<file path="src/rtl/bp_stream_router.sv">
// bp_stream_router: address-decoded host stream fan-out to per-channel FIFOs,
// plus a round-robin merge of per-channel return streams into one output register.
// Optional feature macro: BP_STREAM_ROUTER_DROP_COUNT_EN enables the saturating
// drop counter; without it drop_count_o is tied to zero.
//
// Handshakes: valid-yumi ports (stream_*_i/stream_yumi_o, ret_v_i/ret_yumi_o) mean
// the consumer asserts yumi in the same cycle it takes the beat, so yumi implies
// valid. Valid-ready ports (chan_v_o/chan_ready_i, stream_v_o/stream_ready_i) mean
// a beat moves when valid & ready are both high; valid and data hold until then.
module bp_stream_router #(
  parameter int num_channels_p = 4,
  parameter int stream_addr_width_p = 32,
  parameter int stream_data_width_p = 32,
  parameter logic [stream_addr_width_p-1:0] base_addr_p = 'h10,
  parameter logic [stream_addr_width_p-1:0] addr_stride_p = 'h10,
  parameter int fifo_els_p = 2
) (
  input  logic                                         clk_i,
  input  logic                                         reset_i,
  input  logic                                         stream_v_i,
  input  logic [stream_addr_width_p-1:0]               stream_addr_i,
  input  logic [stream_data_width_p-1:0]               stream_data_i,
  output logic                                         stream_yumi_o,
  output logic [num_channels_p-1:0]                    chan_v_o,
  output logic [num_channels_p*stream_data_width_p-1:0] chan_data_o,
  input  logic [num_channels_p-1:0]                    chan_ready_i,
  input  logic [num_channels_p-1:0]                    ret_v_i,
  input  logic [num_channels_p*stream_data_width_p-1:0] ret_data_i,
  output logic [num_channels_p-1:0]                    ret_yumi_o,
  output logic                                         stream_v_o,
  output logic [stream_data_width_p-1:0]               stream_data_o,
  input  logic                                         stream_ready_i,
  output logic [15:0]                                  drop_count_o
);

  localparam int nc    = num_channels_p;
  localparam int aw    = stream_addr_width_p;
  localparam int dw    = stream_data_width_p;
  localparam int ptr_w = $clog2(fifo_els_p);
  localparam int cnt_w = $clog2(fifo_els_p + 1);
  localparam int ch_w  = (nc > 1) ? $clog2(nc) : 1;

  logic [dw-1:0]    mem_q  [nc][fifo_els_p];
  logic [dw-1:0]    mem_d  [nc][fifo_els_p];
  logic [ptr_w-1:0] wptr_q [nc];
  logic [ptr_w-1:0] wptr_d [nc];
  logic [ptr_w-1:0] rptr_q [nc];
  logic [ptr_w-1:0] rptr_d [nc];
  logic [cnt_w-1:0] cnt_q  [nc];
  logic [cnt_w-1:0] cnt_d  [nc];

  logic [ch_w-1:0]  rr_q, rr_d;
  logic             out_v_q, out_v_d;
  logic [dw-1:0]    out_data_q, out_data_d;

  logic             hit;
  logic [ch_w-1:0]  hit_idx;
  logic [nc-1:0]    full;
  logic             accept;
  logic [nc-1:0]    enq;
  logic [nc-1:0]    deq;
  logic [nc-1:0]    chan_v;
  logic             grant_v;
  logic             grant;
  logic [ch_w-1:0]  grant_idx;

  function automatic logic [ptr_w-1:0] ptr_inc(input logic [ptr_w-1:0] p);
    return (p == ptr_w'(fifo_els_p - 1)) ? '0 : p + ptr_w'(1);
  endfunction

  // Address decode: find the channel whose slot exactly matches the address.
  always_comb begin
    hit     = 1'b0;
    hit_idx = '0;
    for (int k = 0; k < nc; k++) begin
      if (stream_addr_i == base_addr_p + addr_stride_p * aw'(k)) begin
        hit     = 1'b1;
        hit_idx = ch_w'(k);
      end
    end
  end

  // Input acceptance: unmapped beats are always eaten; mapped beats need room (no bypass).
  always_comb begin
    for (int k = 0; k < nc; k++) begin
      full[k] = (cnt_q[k] == cnt_w'(fifo_els_p));
    end
    accept = stream_v_i & ~reset_i & (~hit | ~full[hit_idx]);
    enq    = '0;
    if (accept & hit) enq[hit_idx] = 1'b1;
  end

  // Forward FIFO heads drive the channel outputs; a head leaves on valid & ready.
  always_comb begin
    for (int k = 0; k < nc; k++) begin
      chan_v[k]               = (cnt_q[k] != '0) & ~reset_i;
      deq[k]                  = chan_v[k] & chan_ready_i[k];
      chan_data_o[k*dw +: dw] = mem_q[k][rptr_q[k]];
    end
  end

  // Forward FIFO next state: write at wptr, read at rptr, occupancy count.
  always_comb begin
    mem_d  = mem_q;
    wptr_d = wptr_q;
    rptr_d = rptr_q;
    cnt_d  = cnt_q;
    for (int k = 0; k < nc; k++) begin
      if (enq[k]) begin
        mem_d[k][wptr_q[k]] = stream_data_i;
        wptr_d[k]           = ptr_inc(wptr_q[k]);
      end
      if (deq[k]) rptr_d[k] = ptr_inc(rptr_q[k]);
      cnt_d[k] = cnt_q[k] + cnt_w'(enq[k]) - cnt_w'(deq[k]);
    end
  end

  // Return merge: round-robin pick starting at rr_q, loaded when the output register frees up.
  always_comb begin : arb
    logic [ch_w-1:0] cand;
    grant_v   = 1'b0;
    grant_idx = '0;
    cand      = '0;
    for (int i = 0; i < nc; i++) begin
      cand = ch_w'((int'(rr_q) + i) % nc);
      if (!grant_v && ret_v_i[cand]) begin
        grant_v   = 1'b1;
        grant_idx = cand;
      end
    end
    grant      = grant_v & (~out_v_q | stream_ready_i) & ~reset_i;
    ret_yumi_o = '0;
    if (grant) ret_yumi_o[grant_idx] = 1'b1;
    rr_d       = rr_q;
    out_v_d    = out_v_q;
    out_data_d = out_data_q;
    if (grant) begin
      rr_d    = ch_w'((int'(grant_idx) + 1) % nc);
      out_v_d = 1'b1;
      for (int k = 0; k < nc; k++) begin
        if (grant_idx == ch_w'(k)) out_data_d = ret_data_i[k*dw +: dw];
      end
    end else if (out_v_q & stream_ready_i) begin
      out_v_d = 1'b0;
    end
  end

  assign stream_yumi_o = accept;
  assign chan_v_o      = chan_v;
  assign stream_v_o    = out_v_q & ~reset_i;
  assign stream_data_o = out_data_q;

  // Control state: FIFO pointers/counts, arbiter pointer, output-register valid.
  always_ff @(posedge clk_i) begin
    if (reset_i) begin
      cnt_q   <= '{default: '0};
      wptr_q  <= '{default: '0};
      rptr_q  <= '{default: '0};
      rr_q    <= '0;
      out_v_q <= 1'b0;
    end else begin
      cnt_q   <= cnt_d;
      wptr_q  <= wptr_d;
      rptr_q  <= rptr_d;
      rr_q    <= rr_d;
      out_v_q <= out_v_d;
    end
  end

  // Payload storage needs no reset; it is only visible behind a valid.
  always_ff @(posedge clk_i) begin
    mem_q      <= mem_d;
    out_data_q <= out_data_d;
  end

`ifdef BP_STREAM_ROUTER_DROP_COUNT_EN
  logic [15:0] drop_cnt_q, drop_cnt_d;

  // Saturating count of unmapped beats that were consumed.
  always_comb begin
    drop_cnt_d = drop_cnt_q;
    if (accept & ~hit & (drop_cnt_q != 16'hFFFF)) drop_cnt_d = drop_cnt_q + 16'd1;
  end

  // Drop counter register.
  always_ff @(posedge clk_i) begin
    if (reset_i) drop_cnt_q <= '0;
    else         drop_cnt_q <= drop_cnt_d;
  end

  assign drop_count_o = drop_cnt_q;
`else
  assign drop_count_o = '0;
`endif

endmodule

</file>
<file path="config.mk">
export PLATFORM = sky130hd
export DESIGN_NAME = bp_stream_router
export DESIGN_NICKNAME = d
export VERILOG_FILES = /design/src/rtl/bp_stream_router.sv
export SDC_FILE = /design/constraint.sdc
export NUM_CORES = 1
export LEC_CHECK = 0
export ABC_CLOCK_PERIOD_IN_PS = 7000
export CORE_UTILIZATION = 50
export CTS_CLUSTER_DIAMETER = 30
export DETAILED_ROUTE_END_ITERATION = 6
export MAX_ROUTING_LAYER = met4
export PLACE_DENSITY = 0.83
export SKIP_LAST_GASP = 1
export SLEW_MARGIN = 10
export SYNTH_ARGS = -nofsm -noshare
export SYNTH_HDL_FRONTEND = slang
export SYNTH_SLANG_ARGS = --single-unit
</file>
<file path="constraint.sdc">
create_clock -name clk_i -period 7 [get_ports clk_i]
set_input_delay 1.75 -clock clk_i [delete_from_list [all_inputs] [get_ports clk_i]]
set_output_delay 1.75 -clock clk_i [all_outputs]
set_load 0.005 [all_outputs]
</file>
; ---- Yosys cells after proc, flatten, opt, wreduce, memory -nomap -nowiden
; Index checks and enable logic that the tools add are counted.
[word_totals]
word_cells = 192
ff_bits = 307
inputBits = 204
out_inout_bits = 186
[op_classes]
n_mux = 69
magnitude_cmp = 20
n_reduce_logical = 20
n_eq_ne = 11
bitwise = 29
add_sub_neg = 20
[ops]
columns = operator, count
row1 = $mux 32, 20
row2 = $bwmux 64, 4
row3 = $demux 32 s1, 4
row4 = $eq 32x6->1 const B, 2
row5 = $eq 32x5->1 const B, 1
row6 = $eq 32x7->1 const B, 1
row7 = $mux 1, 26
row8 = $lt 2x3->1 const B, 6
row9 = $ge 2x2->1 const B, 8
row10 = $not 1->2, 8
row11 = $and 1x1->1, 15
row12 = $eq 2x2->1 const B, 6
row13 = $mux 2, 6
row14 = $bmux 1 s2, 5
row15 = $reduce_bool 2->1, 5
row16 = $logic_and 1x1->1, 9
row17 = $add 1x1->1 const B, 8
row18 = $add 2x1->2, 4
row19 = $lt 2x1->1 const B, 4
row20 = $mux 4, 2
row21 = $sub 2x1->2, 4
row22 = $add 2x1->2 const B, 2
row23 = $add 2x2->2 const B, 2
row24 = $demux 1 s2, 2
row25 = other kinds (8), 15

; ---- Logic depth before layout (Yosys ltp)
; Gate-level depths: netlist (run 1).
[logic_depth]
depth_word = 17
depth_mapped = 12

; ---- Least setup slack after synthesis (run 1)
; No wires, ideal clock.
[synth_timing]
path_type = input -> output
startpoint = in ret_v_i[0]
endpoint = out ret_yumi_o[1]
slack_ps = 1669
arrival_ps = 3581
cell_stages = 9
path_buffers = 2
cell_sequence = nor2b_1 -> a21oi_1 -> nor2_1 -> a221oi_1 -> nor2b_1 -> ha_1 -> clkbuf_1 -> clkbuf_1 -> and2_1
[synth_between]
elab_chain_len = 17
word_cells_on_any_way = 30
cone_classes = 2 x order compare / 19 x mux / 2 x bitwise / 7 x reduce/logical
[synth_rtl]
columns = element, line
row1 = start: declaration, 27  ; input logic [num_channels_p-1:0] ret_v_i,
row2 = $bmux 1 s2, 126  ; if (!grant_v && ret_v_i[cand]) begin
row3 = $mux 1 (implied by the code), 126
row4 = $mux 1, 126
row5 = $logic_not 1->1, 126
row6 = $logic_and 1x1->1, 126
row7 = $mux 1, 126
row8 = $logic_not 1->1, 126
row9 = $logic_and 1x1->1, 126
row10 = $mux 1, 126
row11 = $logic_not 1->1, 126
row12 = $logic_and 1x1->1, 126
row13 = $mux 2, 126
row14 = $lt 2x3->1 (implied by the code) or $ge 2x1->1 (tied branches), 133  ; if (grant) ret_yumi_o[grant_idx] = 1'b1;
row15 = $logic_and 1x1->1 (implied by the code), 133
row16 = $mux 1 (implied by the code), 133
row17 = $demux 1 s2, 133
row18 = $mux 4 (*), 133
row19 = end: declaration, 29  ; output logic [num_channels_p-1:0] ret_yumi_o,
; Mark *: on every way between the ends. The rest lies on a longest branch, timed or not. The select of a mux whose other input is x is not followed.

; ---- Worst setup path in the final report (run 1)
[layout_timing]
startpoint = in ret_v_i[0]
endpoint = out ret_yumi_o[3]
; Same word-level chain as after synthesis.

==> reports/qor.csv, run 1 <==
metric,value,unit
drv_cap,0,
cts_tree,done,
cts_max_level,2,
vdd_drop_max,0.206,mV
synth_area_leaders,"edfxtp_1 (69%), mux2_2 (12%), dfxtp_1 (3.0%)",
via_per_inst,5.19,
relSlewSlack,22.1,%
wl,33.5,mm
yosys.area.top_type,edfxtp_1,
power.density,286,nW/µm²
p_clk_share,53.3,%
yosys_warnings,0,
synth_top_area_share,69.1,%
cts_hold_buf,0,
path_cells,clkdlybuf4s50_1 > nor2b_1 > a21oi_1 > nor2_1 > a221oi_1 > nor2b_1 > ha_2 > and2_1 > clkdlybuf4s50_1,
setup_viol,0,
nFillCells,1467,
path_clk_slew,40,ps
antenna_found_initial,3,
syn_area_per_cell,15.9,µm²
power_frac_seq,39.0,%
die_w,160,µm
endpoint_kind,output pin,
placed_area,16600,µm²
period_needed,5770,ps
synth-seq-area-share,72.1,%
fmax,173,MHz
path_class,primary input to output pin,
outcome,"complete, no violations",
p_switching,1.15,mW
fin_crit_sh,82.4,%
skew,50.3,ps
ant_nets,0,
drt_iter0_drc,560,
p_int,4.16,mW
post_cts_buffers,0,
io_buffers,373,
syn_area,12500,µm²
coreArea,24500,µm²
drc,0,
placed_cells,1454,
cp-start-kind,primary input,
firstDrtPassIters,5,
cts_made_buffers,55,
final_area,18600,µm²
cp_max_fo,4,
postSynthCellCount,787,
cts.sinks,307,
io_pins,390,
layout-drive-gt1-share,20.5,%
final_nets,1403,
cp.arrival,4020,ps
root_buffer,clkbuf_16,
clk_latency,580,ps
leakagePower,6.51,nW
grt_overflow,0,
hold_viol_final,0,
place_congestion,0.844,
timing.rr.start,cnt_q[4]$_SDFF_PP0_,
cts_buffer_depth,3,
grtUsageTotal,27.0,%
min_path_type,flip-flop to flip-flop,
vias,8097,
synth_cell_types,36,
startpoint,ret_v_i[0],
hpwl,21.5,mm
grt_start_max_net_pins,66,
num_rows,57,
fin_setup_tns,0,ps
first_global_vias,8516,
syn_to_final_growth,48.6,%
tightestPinTransition,1170,ps
stdcell_count,1560,
die-area,25700,µm²
cts_resized,0,
grt_pass1_wl,49.6,mm
rsz0062_at_grt,no,
slowest_stage,clkdlybuf4s50_1,
min_from,out_v_q$_SDFFE_PP0P_,
comb_power_share,7.7,%
maxSlewViolCount,0,
die_y,160,µm
initial_core_util,51.2,%
wl_per_cell,21.5,µm
ys_seq_elements,307,
crit_required,5250,ps
max_stage_delay,500,ps
swShare,21.7,%
## final cells by class
type	count	area, µm²	share of cell area [%]
Sequential cell	307	9030	48.6
Timing Repair Buffer	381	3790	20.4
Multi-Input combinational cell	428	3290	17.7
Clock buffer	60	1410	7.55
Clock inverter	44	611	3.28
Tap cell	324	405	2.18
Inverter	14	52.6	0.283
Antenna cell	2	5.00	0.0269
## placed cells by master (no fill, tap or decap), types with 5 or more instances in the layout
cell type	Yosys	final
nand2b_1	10	10
clkbuf_16	0	55
edfxtp_1	288	288
ha_1	12	9
mux2i_1	35	35
inv_1	14	14
a21oi_1	37	37
nor2b_1	7	7
clkinv_4	0	5
conb_1	1	16
nor2_1	64	57
clkdlybuf4s50_1	0	373
xnor2_1	8	8
mux2_2	128	128
bufinv_16	0	11
inv_6	0	7
dfxtp_1	19	15
o21ai_0	32	32
and2_1	9	9
clkinv_2	0	10
nor2_4	0	7
buf_4	16	8
nor4_1	6	6
nand2_1	35	35
## synth_stat cells (all sizes together)
library cell and count:
inv 14, nand4 2, conb 1, nand2 35, xnor2 8, xor2 4
buf 21, nor4b 2, or4 2, dfxtp 19, a21oi 37, edfxtp 288
nand3 4, ha 12, nor3 4, nor2b 7, o21ai 32, mux2 129
mux2i 35, o22ai 2, nand4bb 1, o41a 1, a221oi 1, nor2 64
o311ai 1, clkbuf 32, a211oi 1, nand2b 10, and2 9, a31o 1
nor4 6, nor3b 1, nand4b 1
## cell families (layout without fill, tap and decap cells)
kind of cell	after synthesis	in the layout	share of synthesized area (%)
XOR/XNOR	12	12	0.840
adder cells (fa/ha/maj)	12	12	1.20
buffers and inverters	67	499	2.49
multiplexers	164	164	14.4
AND/OR/NAND/NOR	148	148	5.66
other	1	18	0.0300
flip-flops	307	307	72.1
AO/OA/AOI/OAI	76	76	3.22
## metrics by stage
| stage | utilization [%] | power (mW) | hold slack (ps) | setup WS, ps |
|---|---|---|---|---|
| 2_1_floorplan | - | 2.27 | 450 | 1670 |
| 3_3_place_gp | 67.8 | 2.50 | 495 | 1310 |
| 3_5_place_dp | 67.8 | 2.51 | 490 | 1240 |
| 4_1_cts | 76.0 | 5.34 | 496 | 1230 |
| 5_1_grt | 76.0 | 5.46 | 516 | 963 |
| 6_report | 76.0 | 5.31 | 492 | 1230 |
## worst max-delay path: cells and delay by family
kind                       cells  cell delay [ps]
buffers and inverters          2              980
and+or+nand+nor                4              620
adders and majority gates      1              230
AOI/OAI and AO/OA              2              450
## metal layers
layer,track usage [%],vias to the layer above,part of all wire [%]
met4,10.9,0,3.4
met2,47.6,392,53
met5,-,-,0
li1,-,3745,-
met3,6.60,65,6.8
met1,29.1,3895,37
## power by group through the flow
stage / logic [mW] / clock network [mW] / registers, mW
finish: 0.407 / 2.83 / 2.07
global route: 0.440 / 2.94 / 2.07
CTS: 0.409 / 2.86 / 2.07
detailed placement: 0.406 / 0 / 2.11
global placement: 0.397 / 0 / 2.10
floorplan: 0.163 / 0 / 2.11
## final timing paths
| kind | endpoint | slack (ps) | cells past startpoint |
|---|---|---|---|
| worst max-delay path | ret_yumi_o[3] | 1230 | 9 |
| worst min register to register | out_v_q$_SDFFE_PP0P_ | 490 | 2 |
| worst max register to register | mem_q[3]$_DFFE_PP_ | 3860 | 6 |
| worst min-delay path | out_v_q$_SDFFE_PP0P_ | 490 | 2 |
## registers in the layout, summed over array words and instances (netlist names)
name,count
rptr_q,4
rr_q,2
mem_q,256
wptr_q,4
stream_data_o,32
out_v_q,1
cnt_q,8
Note: power is estimated with default switching activity, not from simulation.
==> inputs of run 2 (changes only) <==
--- a/config.mk
+++ b/config.mk
@@ -5,12 +5,12 @@
 export SDC_FILE = /design/constraint.sdc
 export NUM_CORES = 1
 export LEC_CHECK = 0
-export ABC_CLOCK_PERIOD_IN_PS = 7000
-export CORE_UTILIZATION = 50
+export ABC_CLOCK_PERIOD_IN_PS = 5850
+export CORE_UTILIZATION = 47
 export CTS_CLUSTER_DIAMETER = 30
 export DETAILED_ROUTE_END_ITERATION = 6
 export MAX_ROUTING_LAYER = met4
-export PLACE_DENSITY = 0.83
+export PLACE_DENSITY = 0.79
 export SKIP_LAST_GASP = 1
 export SLEW_MARGIN = 10
 export SYNTH_ARGS = -nofsm -noshare
==> constraint.sdc (replaced) <==
create_clock -name clk_i -period 5.85 [get_ports clk_i]
set_input_delay 1.4625 -clock clk_i [delete_from_list [all_inputs] [get_ports clk_i]]
set_output_delay 1.4625 -clock clk_i [all_outputs]
set_load 0.005 [all_outputs]
==> reports/qor.csv, run 2 (same netlist as run 1, synthesis figures left out) <==
metric,value,unit,change
power_frac_seq,39.2,%,+0.2 points
tightestPinTransition,1070,ps,-98.9 ps
hold_viol_final,0,,unchanged
top_register,mem_q,,
layout_commonest_cell,clkdlybuf4s50_1,,
drt_iter0_drc,524,,-6.4%
antenna_found_initial,3,,unchanged
cts_tree,done,,
ant_nets,0,,unchanged
io_pins,390,,unchanged
initial_core_util,48.0,%,-3.1 points
grt_pass1_wl,47.6,mm,-4.0%
final_area,18700,µm²,+0.56%
placed_cells,1472,,+1.2%
cp_max_fo,4,,unchanged
die_w,165,µm,+3.1%
first_global_vias,8377,,-1.6%
cts_made_buffers,55,,unchanged
power,6.33,mW,+19%
setup_viol,0,,unchanged
drc,0,,unchanged
p_switching,1.31,mW,+14%
rsz0062_at_grt,no,,
layout-drive-gt1-share,20.4,%,-0.099 points
power.density,338,nW/µm²,+19%
vdd_drop_max,0.267,mV,+30%
endpoint_kind,output pin,,
hold_slack,510,ps,+18.2 ps
firstDrtPassIters,5,,unchanged
skew,27.3,ps,-23.0 ps
num_rows,59,,+3.5%
final_nets,1410,,+0.50%
post_cts_buffers,0,,unchanged
maxSlewViolCount,0,,unchanged
wl,33.0,mm,-1.3%
clk_latency,560,ps,-20 ps
vias,8190,,+1.1%
comb_power_share,7.7,%,about the same
largest_reg_flops,256,,unchanged
die-area,27300,µm²,+6.3%
nFillCells,1699,,+16%
relSlewSlack,28.8,%,+6.8 points
grt_overflow,0,,unchanged
reg2reg_depth,8,,+2
cp-start-kind,primary input,,
cp.arrival,3770,ps,-250 ps
final_cell_mix,"clkdlybuf4s50_1 (373), edfxtp_1 (288), mux2_2 (128)",,
outcome,"complete, no violations",,
placed_area,16700,µm²,+0.70%
path_clk_slew,40,ps,about the same
swShare,20.8,%,-0.94 points
cts_buffer_depth,3,,unchanged
root_buffer,clkbuf_16,,
io_buffers,373,,unchanged
cts_max_level,2,,unchanged
min_path_type,flip-flop to flip-flop,,
holdPathEnd,wptr_q[0]$_SDFFE_PP0P_,,
cts_hold_buf,0,,unchanged
hpwl,21.6,mm,+0.69%
place_congestion,0.856,,+1.4%
fmax,191,MHz,
drv_cap,0,,unchanged
period_needed,5230,ps,
path_class,primary input to output pin,,
syn_to_final_growth,49.4,%,
hold_depth,1,,-1
fin_setup_tns,0,ps,unchanged
timing.rr.start,rr_q[0]$_SDFFE_PP0P_,,
crit_required,4390,ps,-860 ps
via_per_inst,5.19,,about the same
coreArea,26100,µm²,+6.5%
reg2reg_to,stream_data_o[8]$_DFFE_PP_,,
stdcell_count,1579,,+1.2%
grtUsageTotal,24.5,%,-2.5 points
reg2reg_setup_slack,2660,ps,-1200 ps
wl_per_cell,20.9,µm,-2.5%
min_from,wptr_q[0]$_SDFFE_PP0P_,,
cts_resized,0,,unchanged
die_y,165,µm,+3.1%
cts.sinks,307,,unchanged
fin_crit_sh,89.5,%,
p_clk_share,53.1,%,-0.2 points
p_int,5.02,mW,+21%
grt_start_max_net_pins,66,,unchanged
leakagePower,6.53,nW,+0.26%
-- run 2: worst max-delay path, cell delays in order --
cell and delay, ps:
clkdlybuf4s50_1 460, nor2b_1 160, a21oi_1 120, nor2_1 50, a221oi_1 370, nor2b_1 280
ha_2 220, and2_1 140, clkdlybuf4s50_1 500
-- run 2: per-stage QoR --
stage | util, % | worst slack [ps]
after global routing | 71.8 | 543
final | 71.8 | 617
after global placement | 64.1 | 742
after floorplan | - | 1090
after CTS | 71.7 | 652
after detailed placement | 64.1 | 655
-- run 2: routing by layer --
layer	vias to the layer above	GRT usage (%)	routed length [µm]
li1	3765	-	-
met1	4004	27.4	12400
met2	367	42.4	17200
met3	54	5.14	2300
met4	0	10.7	1130
met5	-	-	0
-- run 2: cell type report --
| cell class | instances | area, µm² | share of cell area, % |
|---|---|---|---|
| Inverter | 14 | 52.6 | 0.281 |
| Timing Repair Buffer | 388 | 3900 | 20.8 |
| Tap cell | 335 | 419 | 2.24 |
| Multi-Input combinational cell | 428 | 3290 | 17.6 |
| Antenna cell | 4 | 10.0 | 0.0535 |
| Clock inverter | 37 | 561 | 3.00 |
| Clock buffer | 66 | 1440 | 7.69 |
| Sequential cell | 307 | 9030 | 48.3 |
-- run 2: worst max path at each step --
stage	from	endpoint
finish	ret_v_i[0]	ret_yumi_o[1]
global route	ret_v_i[0]	ret_yumi_o[3]
CTS	ret_v_i[0]	ret_yumi_o[1]
detailed placement	ret_v_i[0]	ret_yumi_o[1]
global placement	ret_v_i[0]	ret_yumi_o[1]
floorplan	ret_v_i[0]	ret_yumi_o[1]
-- run 2: power by group through the flow --
stage / logic (mW) / clock network [mW] / registers, mW
after global placement: 0.479 / 0 / 2.52
after global routing: 0.530 / 3.50 / 2.48
final: 0.490 / 3.36 / 2.48
after floorplan: 0.196 / 0 / 2.52
after CTS: 0.493 / 3.40 / 2.48
after detailed placement: 0.490 / 0 / 2.52
==> inputs of run 3 (changes only) <==
--- a/config.mk
+++ b/config.mk
@@ -11,6 +11,7 @@
 export DETAILED_ROUTE_END_ITERATION = 6
 export MAX_ROUTING_LAYER = met4
 export PLACE_DENSITY = 0.79
+export SETUP_SLACK_MARGIN = 0.4
 export SKIP_LAST_GASP = 1
 export SLEW_MARGIN = 10
 export SYNTH_ARGS = -nofsm -noshare
==> constraint.sdc (replaced) <==
create_clock -name clk_i -period 5.85 [get_ports clk_i]
set_input_delay 1.17 -clock clk_i [delete_from_list [all_inputs] [get_ports clk_i]]
set_output_delay 1.17 -clock clk_i [all_outputs]
set_load 0.005 [all_outputs]
==> reports/qor.csv, run 3 (same netlist as run 1, synthesis figures left out) <==
metric,value,unit,change
die_w,165,µm,unchanged
power.density,325,nW/µm²,-4.1%
first_global_vias,8057,,-3.8%
cp_max_fo,7,,+3
crit_required,4680,ps,+290 ps
nFillCells,1724,,+1.5%
routed-wl-met2,16.1,mm,-6.6%
top_register,mem_q,,
fin_setup_tns,0,ps,unchanged
leakagePower,6.42,nW,-1.6%
grt_pass1_wl,45.0,mm,-5.4%
drt_iter0_drc,467,,-11%
cp-start-kind,primary input,,
tightestPinTransition,1010,ps,-54.8 ps
crit_family,buffers and inverters,,
wl,31.3,mm,-5.1%
regArea,9030,µm²,unchanged
endpoint_kind,output pin,,
die-area,27300,µm²,unchanged
firstDrtPassIters,6,,+1
multi_input_area,3290,µm²,unchanged
met1_length,11.8,mm,-5.1%
via_per_inst,5.13,,-1.1%
layout-drive-gt1-share,20.1,%,-0.31 points
relSlewSlack,32.5,%,+3.7 points
antenna_found_initial,1,,-2
wl_per_cell,20.0,µm,-4.3%
cts_hold_buf,0,,unchanged
die_y,165,µm,unchanged
maxSlewViolCount,0,,unchanged
slowest_stage,o311ai_1,,
setup_viol,0,,unchanged
io_pins,390,,unchanged
ant_nets,0,,unchanged
placed_cells,1469,,-0.20%
cp_num_buf_inv,2,,unchanged
hold_slack,509,ps,-1.22 ps
layout_commonest_cell,clkdlybuf4s50_1,,
hpwl,20.9,mm,-3.6%
drv_cap,0,,unchanged
fmax,214,MHz,+12%
grtUsageTotal,23.4,%,-1.2 points
cts_made_buffers,52,,-5.5%
coreArea,26100,µm²,unchanged
final_nets,1404,,-0.43%
cts.sinks,307,,unchanged
wl_met3,2.03,mm,-12%
vias,8029,,-2.0%
vdd_drop_max,0.228,mV,-14%
fin_crit_sh,79.8,%,-9.7 points
grt_overflow,0,,unchanged
skew,19.7,ps,-7.55 ps
drc,0,,unchanged
cts_tree,done,,
cp.arrival,3500,ps,-270 ps
io_buffers,373,,unchanged
stdcell_count,1565,,-0.89%
outcome,"complete, no violations",,
power,5.97,mW,-5.7%
cts_resized,0,,unchanged
rsz0062_at_grt,no,,
largest_reg_flops,256,,unchanged
clk_latency,540,ps,-20 ps
post_cts_buffers,0,,unchanged
initial_core_util,48.0,%,unchanged
min_path_type,flip-flop to flip-flop,,
path_cells,clkdlybuf4s50_1 > nor2_1 > and2_1 > o311ai_1 > nor4b_1 > nor2_1 > clkdlybuf4s50_1,,
cts_buffer_depth,3,,unchanged
period_needed,4670,ps,-568 ps
root_buffer,clkbuf_16,,
grt_start_max_net_pins,66,,unchanged
path_clk_slew,40,ps,about the same
final_cell_mix,"clkdlybuf4s50_1 (373), edfxtp_1 (288), mux2_2 (128)",,
syn_to_final_growth,46.9,%,
num_rows,59,,unchanged
cts_max_level,2,,unchanged
place_congestion,0.886,,+3.5%
path_class,primary input to output pin,,
hold_viol_final,0,,unchanged
highest-signal-layer,met4,,
max_stage_delay,750,ps,+250 ps
## run 3: through the flow
| stage | cell area [µm²] | setup slack (ps) | utilization, % |
|---|---|---|---|
| CTS | 18400 | 1220 | 70.6 |
| finish | 18400 | 1180 | 70.6 |
| global route | 18400 | 1050 | 70.6 |
| floorplan | 12600 | 1410 | - |
| detailed placement | 16600 | 1230 | 63.8 |
| global placement | 16600 | 1300 | 63.8 |
## run 3: area by class of cell
cell class,count,area share (%)
Sequential cell,307,49.1
Timing Repair Buffer,385,20.8
Multi-Input combinational cell,428,17.9
Clock buffer,59,7.33
Tap cell,335,2.28
Clock inverter,36,2.26
Inverter,14,0.286
Antenna cell,1,0.0136
## run 3: path summary, 6_finish.rpt
kind | startpoint | endpoint | slack [ps] | depth (start not counted)
worst min-delay path | out_v_q$_SDFFE_PP0P_ | out_v_q$_SDFFE_PP0P_ | 510 | 2
worst max register to register | rr_q[0]$_SDFFE_PP0P_ | stream_data_o[7]$_DFFE_PP_ | 2740 | 8
worst min register to register | out_v_q$_SDFFE_PP0P_ | out_v_q$_SDFFE_PP0P_ | 510 | 2
worst max-delay path | stream_addr_i[5] | stream_yumi_o | 1180 | 7
## run 3: routing by layer
layer,vias up,track usage (%)
met5,-,-
met4,0,11.8
met3,78,5.82
met2,357,39.9
met1,3862,25.2
li1,3732,-
## run 3: worst min-delay path, stage by stage, from the launching register on
cell,delay [ps]
dfxtp_1,300
nand2b_1,90
a21oi_1,70
## run 3: where the power goes
part | switching (mW) | total (mW) | internal (mW)
clock | 1.00 | 3.01 | 2.00
combinational | 0.223 | 0.485 | 0.262
sequential | 0.0134 | 2.48 | 2.47
